[src/rtl/calc_sequencer_if.sv]
// Bundle of the pin-side byte stream, ALU control/result and consumer
// result handshake seen by the calculator sequencer.
interface calc_sequencer_if #(
  parameter int DATA_W = 8,
  parameter int RES_W  = 16
);
  logic [DATA_W-1:0] in_data;
  logic              in_valid;
  logic              in_ready;
  logic [DATA_W-1:0] alu_a;
  logic [DATA_W-1:0] alu_b;
  logic [2:0]        alu_op;
  logic              alu_start;
  logic              alu_done;
  logic [RES_W-1:0]  alu_result;
  logic [RES_W-1:0]  res_data;
  logic [1:0]        res_err;
  logic              res_valid;
  logic              res_ready;
  logic              busy;

  // Sequencer side: drives the ALU and the result handshake.
  modport master (
    input  in_data, in_valid, alu_done, alu_result, res_ready,
    output in_ready, alu_a, alu_b, alu_op, alu_start,
           res_data, res_err, res_valid, busy
  );

  // Environment side: pin wrapper, ALU and result consumer.
  modport slave (
    output in_data, in_valid, alu_done, alu_result, res_ready,
    input  in_ready, alu_a, alu_b, alu_op, alu_start,
           res_data, res_err, res_valid, busy
  );
endinterface

[src/rtl/calc_sequencer.sv]
// Calculator sequencer: collects A, B and opcode bytes, issues a single
// ALU start, waits for done (with timeout) and holds the result until the
// consumer accepts it. Bad opcode and divide-by-zero are rejected without
// touching the ALU.
module calc_sequencer #(
  parameter int DATA_W     = 8,
  parameter int RES_W      = 16,
  parameter int NUM_OPS    = 6,
  parameter int DIV_OPCODE = 3,
  parameter int TIMEOUT    = 31
) (
  input  logic                clk,
  input  logic                rst,
  calc_sequencer_if.master    bus
);

  localparam int         CNT_W      = $clog2(TIMEOUT + 1);
  localparam logic [3:0] NUM_OPS_L  = 4'(NUM_OPS);
  localparam logic [2:0] DIV_OP_L   = 3'(DIV_OPCODE);
  localparam logic [CNT_W-1:0] TIMEOUT_L = CNT_W'(TIMEOUT);

  localparam logic [1:0] ERR_OK      = 2'b00;
  localparam logic [1:0] ERR_BAD_OP  = 2'b01;
  localparam logic [1:0] ERR_DIV0    = 2'b10;
  localparam logic [1:0] ERR_TIMEOUT = 2'b11;

  typedef enum logic [2:0] {
    S_LOAD_A,
    S_LOAD_B,
    S_LOAD_OP,
    S_ISSUE,
    S_WAIT,
    S_RESULT
  } state_t;

  state_t             state_q, state_d;
  logic [DATA_W-1:0]  a_q, a_d;
  logic [DATA_W-1:0]  b_q, b_d;
  logic [2:0]         op_q, op_d;
  logic [RES_W-1:0]   res_data_q, res_data_d;
  logic [1:0]         res_err_q, res_err_d;
  logic               res_valid_q, res_valid_d;
  logic [CNT_W-1:0]   cnt_q, cnt_d;
  logic               in_ready_c;
  logic               alu_start_c;
  logic [2:0]         op_in;

  assign op_in = bus.in_data[2:0];

  // State register and all held values; reset returns everything to idle.
  always_ff @(posedge clk) begin
    if (rst) begin
      state_q     <= S_LOAD_A;
      a_q         <= '0;
      b_q         <= '0;
      op_q        <= '0;
      res_data_q  <= '0;
      res_err_q   <= ERR_OK;
      res_valid_q <= 1'b0;
      cnt_q       <= '0;
    end else begin
      state_q     <= state_d;
      a_q         <= a_d;
      b_q         <= b_d;
      op_q        <= op_d;
      res_data_q  <= res_data_d;
      res_err_q   <= res_err_d;
      res_valid_q <= res_valid_d;
      cnt_q       <= cnt_d;
    end
  end

  // Next-state logic, operand capture, error decisions and the start pulse.
  always_comb begin
    state_d     = state_q;
    a_d         = a_q;
    b_d         = b_q;
    op_d        = op_q;
    res_data_d  = res_data_q;
    res_err_d   = res_err_q;
    res_valid_d = res_valid_q;
    cnt_d       = cnt_q;
    in_ready_c  = 1'b0;
    alu_start_c = 1'b0;

    case (state_q)
      S_LOAD_A: begin
        in_ready_c = 1'b1;
        if (bus.in_valid) begin
          a_d     = bus.in_data;
          state_d = S_LOAD_B;
        end
      end

      S_LOAD_B: begin
        in_ready_c = 1'b1;
        if (bus.in_valid) begin
          b_d     = bus.in_data;
          state_d = S_LOAD_OP;
        end
      end

      S_LOAD_OP: begin
        in_ready_c = 1'b1;
        if (bus.in_valid) begin
          op_d = op_in;
          if ({1'b0, op_in} >= NUM_OPS_L) begin
            res_err_d   = ERR_BAD_OP;
            res_data_d  = '0;
            res_valid_d = 1'b1;
            state_d     = S_RESULT;
          end else if (op_in == DIV_OP_L && b_q == '0) begin
            // Divide-by-zero is caught here so the ALU never sees it.
            res_err_d   = ERR_DIV0;
            res_data_d  = '0;
            res_valid_d = 1'b1;
            state_d     = S_RESULT;
          end else begin
            state_d = S_ISSUE;
          end
        end
      end

      S_ISSUE: begin
        alu_start_c = 1'b1;
        cnt_d       = '0;
        state_d     = S_WAIT;
      end

      S_WAIT: begin
        // done takes priority over the final timeout cycle
        if (bus.alu_done) begin
          res_data_d  = bus.alu_result;
          res_err_d   = ERR_OK;
          res_valid_d = 1'b1;
          state_d     = S_RESULT;
        end else if (cnt_q == TIMEOUT_L) begin
          res_err_d   = ERR_TIMEOUT;
          res_data_d  = '0;
          res_valid_d = 1'b1;
          state_d     = S_RESULT;
        end else begin
          cnt_d = cnt_q + 1'b1;
        end
      end

      S_RESULT: begin
        if (bus.res_ready) begin
          res_valid_d = 1'b0;
          state_d     = S_LOAD_A;
        end
      end

      default: begin
        state_d = S_LOAD_A;
      end
    endcase
  end

  assign bus.in_ready  = in_ready_c;
  assign bus.alu_start = alu_start_c;
  assign bus.alu_a     = a_q;
  assign bus.alu_b     = b_q;
  assign bus.alu_op    = op_q;
  assign bus.res_data  = res_data_q;
  assign bus.res_err   = res_err_q;
  assign bus.res_valid = res_valid_q;
  assign bus.busy      = (state_q != S_LOAD_A);

endmodule
[src/flat_wrapper.sv]
// flat-port wrapper written by rule: the top's interface ports become plain ports
module calc_sequencer_flat 
#(
  parameter int DATA_W     = 8,
  parameter int RES_W      = 16,
  parameter int NUM_OPS    = 6,
  parameter int DIV_OPCODE = 3,
  parameter int TIMEOUT    = 31
)
  (clk, rst, bus_in_data, bus_in_valid, bus_alu_done, bus_alu_result, bus_res_ready, bus_in_ready, bus_alu_a, bus_alu_b, bus_alu_op, bus_alu_start, bus_res_data, bus_res_err, bus_res_valid, bus_busy);
  calc_sequencer_if #(.DATA_W(DATA_W), .RES_W(RES_W)) bus_i ();
  input  logic clk;
  input  logic rst;
  input wire logic [$bits(bus_i.in_data)-1:0] bus_in_data;
  input wire logic [$bits(bus_i.in_valid)-1:0] bus_in_valid;
  input wire logic [$bits(bus_i.alu_done)-1:0] bus_alu_done;
  input wire logic [$bits(bus_i.alu_result)-1:0] bus_alu_result;
  input wire logic [$bits(bus_i.res_ready)-1:0] bus_res_ready;
  output wire logic [$bits(bus_i.in_ready)-1:0] bus_in_ready;
  output wire logic [$bits(bus_i.alu_a)-1:0] bus_alu_a;
  output wire logic [$bits(bus_i.alu_b)-1:0] bus_alu_b;
  output wire logic [$bits(bus_i.alu_op)-1:0] bus_alu_op;
  output wire logic [$bits(bus_i.alu_start)-1:0] bus_alu_start;
  output wire logic [$bits(bus_i.res_data)-1:0] bus_res_data;
  output wire logic [$bits(bus_i.res_err)-1:0] bus_res_err;
  output wire logic [$bits(bus_i.res_valid)-1:0] bus_res_valid;
  output wire logic [$bits(bus_i.busy)-1:0] bus_busy;
  assign bus_i.in_data = bus_in_data;
  assign bus_i.in_valid = bus_in_valid;
  assign bus_i.alu_done = bus_alu_done;
  assign bus_i.alu_result = bus_alu_result;
  assign bus_i.res_ready = bus_res_ready;
  assign bus_in_ready = bus_i.in_ready;
  assign bus_alu_a = bus_i.alu_a;
  assign bus_alu_b = bus_i.alu_b;
  assign bus_alu_op = bus_i.alu_op;
  assign bus_alu_start = bus_i.alu_start;
  assign bus_res_data = bus_i.res_data;
  assign bus_res_err = bus_i.res_err;
  assign bus_res_valid = bus_i.res_valid;
  assign bus_busy = bus_i.busy;
  calc_sequencer #(.DATA_W(DATA_W), .RES_W(RES_W), .NUM_OPS(NUM_OPS), .DIV_OPCODE(DIV_OPCODE), .TIMEOUT(TIMEOUT)) u_core (.clk(clk), .rst(rst), .bus(bus_i));
endmodule
[config.mk]
export PLATFORM = sky130hd
export DESIGN_NAME = calc_sequencer_flat
export DESIGN_NICKNAME = d
export VERILOG_FILES = /design/src/rtl/calc_sequencer_if.sv /design/src/rtl/calc_sequencer.sv /design/src/flat_wrapper.sv
export SDC_FILE = /design/constraint.sdc
export NUM_CORES = 1
export LEC_CHECK = 0
export CAP_MARGIN = 5
export CELL_PAD_IN_SITES_DETAIL_PLACEMENT = 0
export CELL_PAD_IN_SITES_GLOBAL_PLACEMENT = 2
export CORE_MARGIN = 5
export CORE_UTILIZATION = 23
export CTS_BUF_LIST = sky130_fd_sc_hd__clkbuf_4
export DETAILED_ROUTE_END_ITERATION = 7
export GPL_TIMING_DRIVEN = 0
export HOLD_SLACK_MARGIN = 0.12
export PLACE_DENSITY = 0.8
export SETUP_SLACK_MARGIN = 0.15
export SLEW_MARGIN = 25
export SYNTH_ARGS = -nofsm -noshare
export SYNTH_HDL_FRONTEND = slang
export SYNTH_SLANG_ARGS = --single-unit
[constraint.sdc]
create_clock -name clk -period 2 [get_ports clk]
set_clock_uncertainty 0.2 [all_clocks]
set_input_delay 0.3 -clock clk [delete_from_list [all_inputs] [get_ports clk]]
set_output_delay 0.3 -clock clk [all_outputs]
set_load 0.01 [all_outputs]
## After elaboration in Yosys (flattened, before gate mapping)

Index checks and enable logic that the tools add are counted.

- Flip-flop bits (word level): 46
- Bits of input ports: 29
- Output and inout bits: 41
- Word-level logic and storage cells: 73

- Add/subtract/negate cells: 1
- $lt $le $gt $ge: 1
- Equal/unequal tests: 15
- Multiplexer cells: 33
- Reduce and logical (&&, ||, !) cells: 15

Operators by type and width:

| cell | count |
|---|---|
| two-way mux 16 bit | 5 |
| one-hot mux 16 bit (2 select lines) | 1 |
| two-way mux 3 bit | 8 |
| one-hot mux 3 bit (6 select lines) | 1 |
| inequality test 2 bit, second input constant | 6 |
| two-way mux 2 bit | 5 |
| two-way mux 5 bit | 2 |
| one-hot mux 5 bit (2 select lines) | 1 |
| AND reduction 5 bit | 2 |
| equality test 3 x 2 -> 1 bit, second input constant | 3 |
| logical NOT 8 bit | 1 |
| two-way mux 1 bit | 8 |
| equality test 3 bit, second input constant | 2 |
| AND reduction 2 bit | 3 |
| nonzero test 3 bit | 2 |
| adder 5 x 1 -> 5 bit, second input constant | 1 |
| equality test 5 bit, second input constant | 1 |
| one-hot mux 2 bit (2 select lines) | 1 |
| AND reduction 4 bit | 1 |
| nonzero test 2 bit | 2 |
| equality test 3 x 1 -> 1 bit, second input constant | 1 |
| greater-or-equal comparator 3 bit, second input constant | 1 |
| logical NOT 3 bit | 1 |
| inequality test 3 x 1 -> 1 bit, second input constant | 1 |
| 5 further kinds | 5 |

## Logic depth before layout (Yosys ltp)

- Word-level depth: 6
- Mapped depth: 8
- Depth with buffers taken out: 7

## Worst setup path before layout

No wires, ideal clock.

- Path type: reg2reg
- Start point: register u_core.b_q[7] (netlist: u_core.bus.alu_b[7])
- End point: register u_core.res_data_q[10] (netlist: u_core.bus.res_data[10])
- Library setup time: 117 ps
- Arrival time: 1838 ps
- Data required time: 1683 ps
- Setup slack: -155 ps
- Cell stages (with the launch flop): 6
- Buffers on the path: 1
- Period minus slack after synthesis: 2155 ps
- Path through: dfxtp_1 -> or4b_4 -> o41ai_4 -> o211ai_4 -> buf_6 -> a32o_1

- Cells in the longest elaborated chain, start to end: 4

Ends and longest elaborated chain:

| item | line | source |
|---|---|---|
| start, declared | calc_sequencer.sv:38 | `logic [DATA_W-1:0] b_q, b_d;` |
| start signal, assigned | calc_sequencer.sv:55 | `b_q <= '0;` |
| start signal, assigned | calc_sequencer.sv:64 | `b_q <= b_d;` |
| logical NOT 8 bit | calc_sequencer.sv:112 | `end else if (op_in == DIV_OP_L && b_q == '0) begin` |
| logical AND 1 bit | calc_sequencer.sv:112 |  |
| inequality test 3 x 1 -> 1 bit (no source line) | -- |  |
| AND reduction 4 bit (no source line) | -- |  |
| end signal, assigned | calc_sequencer.sv:66 | `res_data_q <= res_data_d;` |
| end, declared | calc_sequencer.sv:40 | `logic [RES_W-1:0] res_data_q, res_data_d;` |

Every way passes these cells.
A chain may end at the register's enable or synchronous reset.

## Final worst setup path

- Start point: register u_core.b_q[6] (netlist: u_core.bus.alu_b[6])
- End point: register u_core.res_data_q[10] (netlist: u_core.bus.res_data[10])

The elaborated chain is that of the path after synthesis.

==> results_dict.tcl <==
set metrics [dict create \
    status "complete, but fails checks" \
    violations "setup timing" \
    syn-cell-area_um2 1890 \
    synth_nets 237 \
    grt_pass1_wl_um 9370 \
    cp.required_ns 2.06 \
    yosysSeqAreaShare_pct 48.7 \
    clk_pin_slew_ns 0.14 \
    grt-ovfl-total 0 \
    ys_seq_elements 46 \
    synthCells 206 \
    ys_top_cells_by_area "dfxtp_1 49%, nand2_1 8.7%, a32o_1 8.5%, a21oi_1 7.2%, clkbuf_1 2.0%" \
    finalCriticalPeriod_ns 2.18 \
    route.detailed.wl_per_inst_um 14.2 \
    tightest_slew_ns 0.620 \
    relSlewSlack_pct 58.5 \
    vias 1821 \
    track_usage_pct 11.5 \
    htree_levels 2 \
    dp_hpwl_um 3990 \
    final_common_cell "clkdlybuf4s50_1" \
    async_flop_share_pct 0 \
    seqPwrFrac_pct 49.7 \
    final_cell_mix "56 x clkdlybuf4s50_1, 44 x nand2_1, 35 x dfxtp_1" \
    synth_top_flop_cell "dfxtp_1" \
    netSwitchingFraction_pct 26.5 \
    numCtsBuffers 5 \
    switchingPower_mw 0.524 \
    clkLatencyLatePin_ns 0.36 \
    worstSetupPathType "reg2reg" \
    yosysUniqueCellTypes 38 \
    tns_ns -2.56 \
    maxSlewViolCount 0 \
    setup_viol 19 \
    cap_viol_max_count 0 \
    max_freq_mhz 459 \
    hold_path.class "in2reg" \
    power_frac_comb_pct 20.7 \
    powerDensity_nw_per_um2 636 \
    hold_slack_ns 0.153 \
    rsz0062_at_grt "yes" \
    cpPeakStageDelay_ns 0.54 \
    critPathLaunchType "flop" \
    die_x_um 101 \
    finalHoldViolations 0 \
    slowest_stage "or4b_4" \
    areaGrowthSynthToFinish_pct 64.2 \
    grt_max_degree 15 \
    cts_tree "built" \
    fin_ws_ns -0.180 \
    antenna_found_initial 0 \
    finalPower_mw 1.97 \
    synth_top_cell_by_area "dfxtp_1" \
    final_util_pct 38.3 \
    pin_count 70 \
    cts_sinks 46 \
    num_rows 33 \
    nets 331 \
    fp.coreArea_um2 8090 \
    path_max_fanout 6 \
    fp.dieArea_um2 10100 \
    clockBufferDepth 2 \
    grt_pass1_vias 1837 \
    cp_cell_sequence "or4b_4, o41ai_4, buf_4, o211ai_4, buf_6, a32o_1" \
    dr.pass1.iters 4 \
    arrival_ns 2.24 \
    io_buffers 67 \
    drive_gt1_share_pct 23.3 \
    drc_errors 0 \
    ctsRootBufferMaster "clkbuf_4" \
    leakagePower_nw 1.19 \
    ant_nets 0 \
    drt-vias-per-instance 4.49 \
    internal-power_mw 1.45 \
    die_y_um 101 \
    syn_area_per_cell_um2 9.17 \
    p_clk_share_pct 29.7 \
    insertedDiodeCount 0 \
    endpoint_kind "flop" \
    drtIter0Drc 55 \
    wirelength_um 5760 \
    yosys_warnings 0 \
    start_util_pct 23.3 \
    synth_top_area_share_pct 48.7 \
    ir_drop_uv 338 \
    synth_edf_count 0 \
    post-route-period-util_pct 109 \
    gp_congestion 0.756 \
]
[synthesized netlist by cell type (2+ instances only)]
library cell / n
or3_1: 3
nor3_1: 2
inv_1: 5
a32o_1: 16
clkbuf_1: 10
a21oi_1: 27
nor2b_1: 2
nor2_1: 6
o211ai_1: 3
o21ai_0: 6
nand3_1: 4
mux2_2: 2
nor3b_1: 3
nand2_1: 44
dfxtp_1: 46
ha_1: 2
and2_1: 2
dlygate4sd1_1: 2
or2_2: 2
[metal layers]
metal | part of all wire [%] | vias to the layer above | track usage [%]
li1 | - | 930 | -
met1 | 46 | 832 | 15.7
met2 | 45 | 52 | 17.3
met3 | 7.6 | 7 | 4.01
met4 | 0.97 | 0 | 2.80
met5 | 0 | - | 0
[worst paths after layout]
kind,from,to,slack (ns),cells after the start
max,u_core.bus.alu_b[6],u_core.bus.res_data[10],-0.18,6
min,bus_in_valid,u_core.state_q[1],0.15,2
max reg2reg,u_core.bus.alu_b[6],u_core.bus.res_data[10],-0.18,6
min reg2reg,u_core.bus.alu_op[0],u_core.bus.alu_op[0],0.27,2
[critical path: cells and delay by family, from the launching register on]
family | cells | cell delay [ns]
buf+inv | 2 | 0.38
flops | 1 | 0.34
compound gates | 3 | 0.62
simple gates | 1 | 0.54
[timing repair]
| item | 4_1_cts | 5_1_grt |
|---|---|---|
| endpoints found under the setup margin | 52 | 34 |
| hold buffers | 1 | 1 |
| resized for setup | 47 | 19 |
| buffers inserted | 10 | 6 |
| hold endpoints to repair | 1 | 3 |
| gates cloned | 2 | 0 |
| pin swaps | 6 | 12 |
[state kept, by name (all words and copies together) (netlist names)]
signal / cells
u_core.bus.alu_b: 8
u_core.bus.res_err: 2
u_core.state_q: 3
u_core.bus.res_data: 16
u_core.bus.alu_a: 8
u_core.cnt_q: 5
u_core.bus.res_valid: 1
u_core.bus.alu_op: 3
[power by group through the flow]
stage / Combinational, mW / Clock [mW] / Sequential [mW]
final: 0.408 / 0.586 / 0.980
after global routing: 0.446 / 0.651 / 0.987
after CTS: 0.388 / 0.617 / 0.979
after detailed placement: 0.341 / 0 / 0.998
after global placement: 0.340 / 0 / 0.998
after floorplan: 0.154 / 0 / 1.01
[area by class of cell]
| type | instances | area (um^2) |
|---|---|---|
| multi-input combinational | 142 | 998 |
| timing repair buffer | 86 | 830 |
| inverter | 5 | 18.8 |
| tap | 105 | 131 |
| fill | 854 | 4990 |
| buffer | 14 | 101 |
| clock inverter | 2 | 37.5 |
| clock buffer | 6 | 45.0 |
| sequential | 46 | 940 |
[per-stage QoR]
step                      cell area [um^2]  cells  worst slack [ns]
after floorplan                       1910    206            -0.125
after global placement                2710    378            -0.756
after detailed placement              2710    378            -0.779
after CTS                             2980    399            -0.172
after global routing                  3100    406            -0.255
final                                 3100    406            -0.180
[kinds of logic after synthesis]
family                   count (synthesis)  share of synthesized area [%]
AO/OA/AOI/OAI                           60                           23.8
XOR/XNOR                                 1                          0.464
adder cells (fa/ha/maj)                  2                           1.32
buffers and inverters                   19                           4.90
flip-flops                              46                           48.7
multiplexers                             3                           1.72
AND/OR/NAND/NOR                         75                           19.0
Power figures use the tool's default switching activity.
